### src/rtl/tdm_pkg.sv
// Shared constants, state encoding and channel-order helpers for the 8-channel TDM mux.
package tdm_pkg;

  localparam int unsigned CHANNELS = 8;
  localparam int unsigned SEL_W    = 3;

  typedef enum logic {
    IDLE  = 1'b0,
    SHIFT = 1'b1
  } state_e;

  function automatic logic [SEL_W-1:0] first_chan(input bit msb_first);
    return msb_first ? SEL_W'(CHANNELS - 1) : '0;
  endfunction

  function automatic logic [SEL_W-1:0] last_chan(input bit msb_first);
    return msb_first ? '0 : SEL_W'(CHANNELS - 1);
  endfunction

  function automatic logic [SEL_W-1:0] next_chan(input logic [SEL_W-1:0] ch, input bit msb_first);
    return msb_first ? ch - SEL_W'(1) : ch + SEL_W'(1);
  endfunction

endpackage

### src/rtl/tdm_slot_timer.sv
// Slot counter: flags the final cycle of each SLOT_CYCLES-long channel slot while running.
module tdm_slot_timer #(
  parameter int unsigned SLOT_CYCLES = 1
) (
  input  logic clk,
  input  logic rst_n,
  input  logic run,
  input  logic restart,
  output logic slot_last
);

  localparam int unsigned CNT_W = (SLOT_CYCLES > 1) ? $clog2(SLOT_CYCLES) : 1;
  localparam logic [CNT_W-1:0] LAST = CNT_W'(SLOT_CYCLES - 1);

  logic [CNT_W-1:0] cnt_q;

  always_ff @(posedge clk or negedge rst_n) begin
    if (!rst_n) begin
      cnt_q <= '0;
    end else if (restart) begin
      cnt_q <= '0;
    end else if (run) begin
      cnt_q <= (cnt_q == LAST) ? '0 : cnt_q + CNT_W'(1);
    end
  end

  assign slot_last = run && (cnt_q == LAST);

endmodule

### src/rtl/tdm_mux8.sv
// 8-channel time-division multiplexer: parallel word in over valid/ready, one channel per slot out.
module tdm_mux8
  import tdm_pkg::*;
#(
  parameter int unsigned SLOT_CYCLES = 1,
  parameter bit          MSB_FIRST   = 1'b0
) (
  input  logic                clk,
  input  logic                rst_n,
  input  logic [CHANNELS-1:0] in_data,
  input  logic                in_valid,
  output logic                in_ready,
  output logic                ser_data,
  output logic [SEL_W-1:0]    ser_sel,
  output logic                ser_valid,
  output logic                frame_start,
  output logic                busy
);

  state_e              state_q, state_d;
  logic [CHANNELS-1:0] active_q, active_d;
  logic [CHANNELS-1:0] hold_q, hold_d;
  logic                hold_full_q, hold_full_d;
  logic [SEL_W-1:0]    sel_q, sel_d;
  logic                valid_q, valid_d;
  logic                fs_q, fs_d;
  logic                data_q, data_d;
  logic                busy_q;

  logic accept;
  logic slot_last;
  logic frame_end;

  assign in_ready  = !hold_full_q;
  assign accept    = in_valid && !hold_full_q;
  assign frame_end = slot_last && (sel_q == last_chan(MSB_FIRST));

  tdm_slot_timer #(
    .SLOT_CYCLES (SLOT_CYCLES)
  ) u_slot_timer (
    .clk       (clk),
    .rst_n     (rst_n),
    .run       (state_q == SHIFT),
    .restart   (state_q == IDLE),
    .slot_last (slot_last)
  );

  always_ff @(posedge clk or negedge rst_n) begin
    if (!rst_n) begin
      state_q     <= IDLE;
      active_q    <= '0;
      hold_q      <= '0;
      hold_full_q <= 1'b0;
      sel_q       <= '0;
      valid_q     <= 1'b0;
      fs_q        <= 1'b0;
      data_q      <= 1'b0;
      busy_q      <= 1'b0;
    end else begin
      state_q     <= state_d;
      active_q    <= active_d;
      hold_q      <= hold_d;
      hold_full_q <= hold_full_d;
      sel_q       <= sel_d;
      valid_q     <= valid_d;
      fs_q        <= fs_d;
      data_q      <= data_d;
      busy_q      <= valid_d;
    end
  end

  always_comb begin
    state_d     = state_q;
    active_d    = active_q;
    hold_d      = hold_q;
    hold_full_d = hold_full_q;
    sel_d       = sel_q;
    valid_d     = valid_q;
    fs_d        = 1'b0;

    unique case (state_q)
      IDLE: begin
        if (accept) begin
          active_d = in_data;
          sel_d    = first_chan(MSB_FIRST);
          valid_d  = 1'b1;
          fs_d     = 1'b1;
          state_d  = SHIFT;
        end
      end
      SHIFT: begin
        if (frame_end) begin
          // Chain the next frame with no gap: held word first, else a word arriving right now.
          if (hold_full_q) begin
            active_d    = hold_q;
            hold_full_d = 1'b0;
            sel_d       = first_chan(MSB_FIRST);
            fs_d        = 1'b1;
          end else if (accept) begin
            active_d = in_data;
            sel_d    = first_chan(MSB_FIRST);
            fs_d     = 1'b1;
          end else begin
            state_d = IDLE;
            valid_d = 1'b0;
            sel_d   = '0;
          end
        end else if (slot_last) begin
          sel_d = next_chan(sel_q, MSB_FIRST);
        end
        if (accept && !frame_end) begin
          hold_d      = in_data;
          hold_full_d = 1'b1;
        end
      end
      default: state_d = IDLE;
    endcase

    data_d = valid_d ? active_d[sel_d] : 1'b0;
  end

  assign ser_data    = data_q;
  assign ser_sel     = sel_q;
  assign ser_valid   = valid_q;
  assign frame_start = fs_q;
  assign busy        = busy_q;

endmodule

### config.mk
export PLATFORM = sky130hd
export DESIGN_NAME = tdm_mux8
export DESIGN_NICKNAME = d
export VERILOG_FILES = /design/src/rtl/tdm_pkg.sv /design/src/rtl/tdm_slot_timer.sv /design/src/rtl/tdm_mux8.sv
export SDC_FILE = /design/constraint.sdc
export NUM_CORES = 1
export LEC_CHECK = 0
export CORE_AREA = 2 2 73 75
export DETAILED_ROUTE_END_ITERATION = 6
export DIE_AREA = 0 0 75 77
export PLACE_DENSITY = 0.51
export SYNTH_ARGS = -nofsm -noshare
export SYNTH_HDL_FRONTEND = slang
export SYNTH_SLANG_ARGS = --single-unit
export TNS_END_PERCENT = 30
### constraint.sdc
create_clock -name clk -period 2.1 [get_ports clk]
set_clock_uncertainty 0.1 [all_clocks]
set_input_delay 0.42 -clock clk [delete_from_list [all_inputs] [get_ports clk]]
set_output_delay 0.42 -clock clk [all_outputs]
set_load 0.03 [all_outputs]
==> qor.csv <==
stage,metric,value,unit
run_status,status,completed,
clocking,TritonCTS clock tree,yes,
die,core area,0.00498,mm^2
detailed_routing,Routed WL,3.07,mm
clocking,clock sink count,24,
cells_and_area,nets@finish,162,
global_routing,first-pass GRT wire length,4.82,mm
global_routing,vias in the first global route,1035,
global_routing,largest net degree at the start of global routing,25,
detailed_routing,Final ANT Viol Nets,0,
critical_path,Setup crit end kind,flop,
yosys,Avg Inst Size Synth,10.4,um^2
flow_run,max cap viols,0,
clocking,total CTS buffers,3,
timing,Final Slew Violations,0,
clocking,hold_buf cts,0,
clocking,CTS max path bufs,2,
place,Post-DP HPWL,2.00,mm
detailed_routing,detailed-route DRC error count,0,
power,leakage,0.719,nW
die,die width,75,um
yosys,mux cell area share after synthesis,12.8,%
cells_and_area,finished layout cell area,0.00171,mm^2
detailed_routing,drt initial violations,33,
worst_hold_path,Hold Crit Class,flop to flop,
yosys,Synth Area in Adders,2.09,%
yosys,Post-Synthesis Cells,115,
timing,final setup margin,0.0889,ns
global_routing,initial antenna violation count,0,
place,I/O Buffers,18,
timing,Fin. Hold Viols,0,
yosys,synth unique cells,25,
yosys,largest area contributor in the netlist,dfrtp_1,
timing,Tcrit/Tclk final,95.8,%
timing,Max Fclk,497,MHz
power,total design power,2.52,mW
timing,relative slew slack,79.1,%
detailed_routing,vias per inst,4.62,
global_routing,GR Overflow Total,0,
critical_path,CP max FO,21,
yosys,Post-Syn Nets,128,
yosys,Synth Area in XOR/XNOR,0,%
die,I/O pin total,19,
yosys,Post-Synth Simple-Gate Area,16.6,%
place,Placed Instance Area,0.00156,mm^2
cells_and_area,antenna diode count,0,
cells_and_area,"Core Util, Final",34.3,%
place,placed instance count,213,
critical_path,Crit path required time,2.18,ns
yosys,Yosys top cell area share,50.2,%
yosys,largest family of logic cells by synthesized area,simple AND/OR/NAND/NOR gates,
place,RD Place Congestion,0.721,
yosys,number of synthesized register bits,24,
clocking,Clock Pin Slew Worst Setup and Hold Paths,0.08,ns
cells_and_area,Layout Area Growth over Synthesis,42.7,%
cells_and_area,post-route non-filler standard cell count,217,
critical_path,Critical Path AT,2.09,ns
clocking,CTS root buf,clkbuf_8,
critical_path,critical path type,flop to flop,
yosys,Synth Area in Compound Gates,13.7,%
power,peak supply drop,784,uV
yosys,synth top area cells,"dfrtp_1, mux2_2, nand2_1, a32oi_1, nand3b_1",
cells_and_area,share of layout cells above drive strength 1,32.0,%
yosys,"Seq/Total Area, Yosys",50.2,%
die,row count,26,
timing,# setup viols final,0,
die,Die ar.,0.00578,mm^2
timing,Least-Margin Pin Slew,0.313,ns
power,power per cell area,1480,mW/mm^2
yosys,Synth Warn #,0,
detailed_routing,via count,1003,
clocking,clock latency on the worst-skew pair,0.25,ns
timing,min Tclk post-route,2.01,ns
clocking,H-tree depth,1,
clocking,Setup Buffers After CTS,0,
detailed_routing,drt wl/cell,14.2,um
yosys,Mapped Area,0.00120,mm^2
die,initial core utilization,24.0,%
die,Die Ht,77,um
global_routing,GRT Total Usage,10.7,%
critical_path,Setup crit start kind,flop,
detailed_routing,first drt pass iteration count,4,
place,Setup WS pre-CTS,-0.351,ns
repair_timing:
action                                  CTS  global route
resized for setup                         7            14
endpoints found under the setup margin    2             1
gates cloned                              0             1
pin swaps                                 0             5
state kept, by name (all words and copies together) (netlist names):
| name | cells |
|---|---|
| state_q | 1 |
| ser_sel | 3 |
| hold_q | 8 |
| busy | 1 |
| active_q | 8 |
| hold_full_q | 1 |
| frame_start | 1 |
| ser_data | 1 |
worst max-delay path, stage by stage, from the launching register on:
cell      delay, ns
dfrtp_1        0.39
ha_2           0.20
ha_4           0.17
buf_8          0.15
nand3b_1       0.09
o21ai_1        0.09
a32oi_2        0.20
mux2i_1        0.10
mux2_2         0.27
o22ai_2        0.16
final cells by class:
cell class | count | area (um^2)
fillers | 505 | 3270
multi-input cells | 81 | 644
flip-flops and latches | 24 | 601
repair buffers | 36 | 322
well taps | 70 | 87.6
clock buffers | 3 | 41.3
inverters | 3 | 11.3
layer usage:
metal | routed length [um] | vias to the layer above | GRT usage (%)
li1 | - | 480 | -
met1 | 1350 | 490 | 14.3
met2 | 1560 | 28 | 17.9
met3 | 112 | 5 | 1.97
met4 | 48 | 0 | 1.79
met5 | 0 | - | 0
Yosys cell counts (all sizes together):
| cell type | n |
|---|---|
| nand2 | 24 |
| a31oi | 1 |
| nor3b | 1 |
| nor3 | 1 |
| a32oi | 8 |
| o21ai | 9 |
| mux2 | 10 |
| dfrtp | 24 |
| a21oi | 3 |
| o22ai | 3 |
| mux2i | 4 |
| nand2b | 3 |
| inv | 3 |
| clkbuf | 3 |
| nor2b | 1 |
| nand3b | 8 |
| nor2 | 1 |
| ha | 2 |
| a2bb2oi | 1 |
| buf | 5 |
cells in the final DEF, fill, tap and decap left out:
master / synthesis / routed
buf_4: 1 / 17
nor3_4: 0 / 1
a31oi_1: 1 / 1
buf_8: 0 / 1
nand2b_1: 2 / 1
inv_2: 1 / 1
a32oi_2: 0 / 6
ha_4: 0 / 1
nor3b_2: 0 / 1
a21oi_1: 3 / 3
inv_1: 2 / 2
nand2b_4: 0 / 2
nand3b_1: 8 / 8
dlygate4sd2_1: 0 / 1
nor2_1: 1 / 1
nand2_4: 0 / 1
dfrtp_1: 24 / 24
o22ai_2: 0 / 1
mux2_2: 10 / 10
a32oi_1: 8 / 2
clkdlybuf4s50_1: 0 / 17
o22ai_1: 3 / 2
nor2b_1: 1 / 1
o21ai_1: 0 / 3
mux2i_1: 4 / 4
a2bb2oi_1: 1 / 1
clkbuf_8: 0 / 3
o21ai_0: 9 / 6
ha_2: 0 / 1
nand2_1: 24 / 23
nand2_2: 0 / 1
worst paths after layout:
kind / slack, ns / from / to / depth (start not counted)
max: 0.09 / ser_sel[1] / ser_data / 9
min: 0.40 / hold_q[4] / hold_q[4] / 1
max reg2reg: 0.09 / ser_sel[1] / ser_data / 9
min reg2reg: 0.40 / hold_q[4] / hold_q[4] / 1
max in group asynchronous: 1.25 / rst_n / hold_q[7] / 2
min in group asynchronous: 0.42 / rst_n / hold_q[4] / 2
cells by family (layout without fill, tap and decap cells):
group	Yosys count	in the layout
AND/OR/NAND/NOR	39	40
AO/OA/AOI/OAI	25	25
flip-flops	24	24
multiplexers	14	14
buffers and inverters	11	42
adder cells (fa/ha/maj)	2	2
stage by stage:
step,hold slack [ns],setup TNS [ns]
5_1_grt,0.428,-0.0311
3_3_place_gp,0.386,-0.213
3_5_place_dp,0.387,-0.411
2_1_floorplan,0.0244,-0.0387
6_report,0.403,0
4_1_cts,0.407,0
where the power goes:
group	internal, mW	switching [mW]
combinational	0.734	0.728
sequential	0.674	0.125
clock	0.128	0.131
total	1.54	0.984
(Power assumes the default switching activity.)
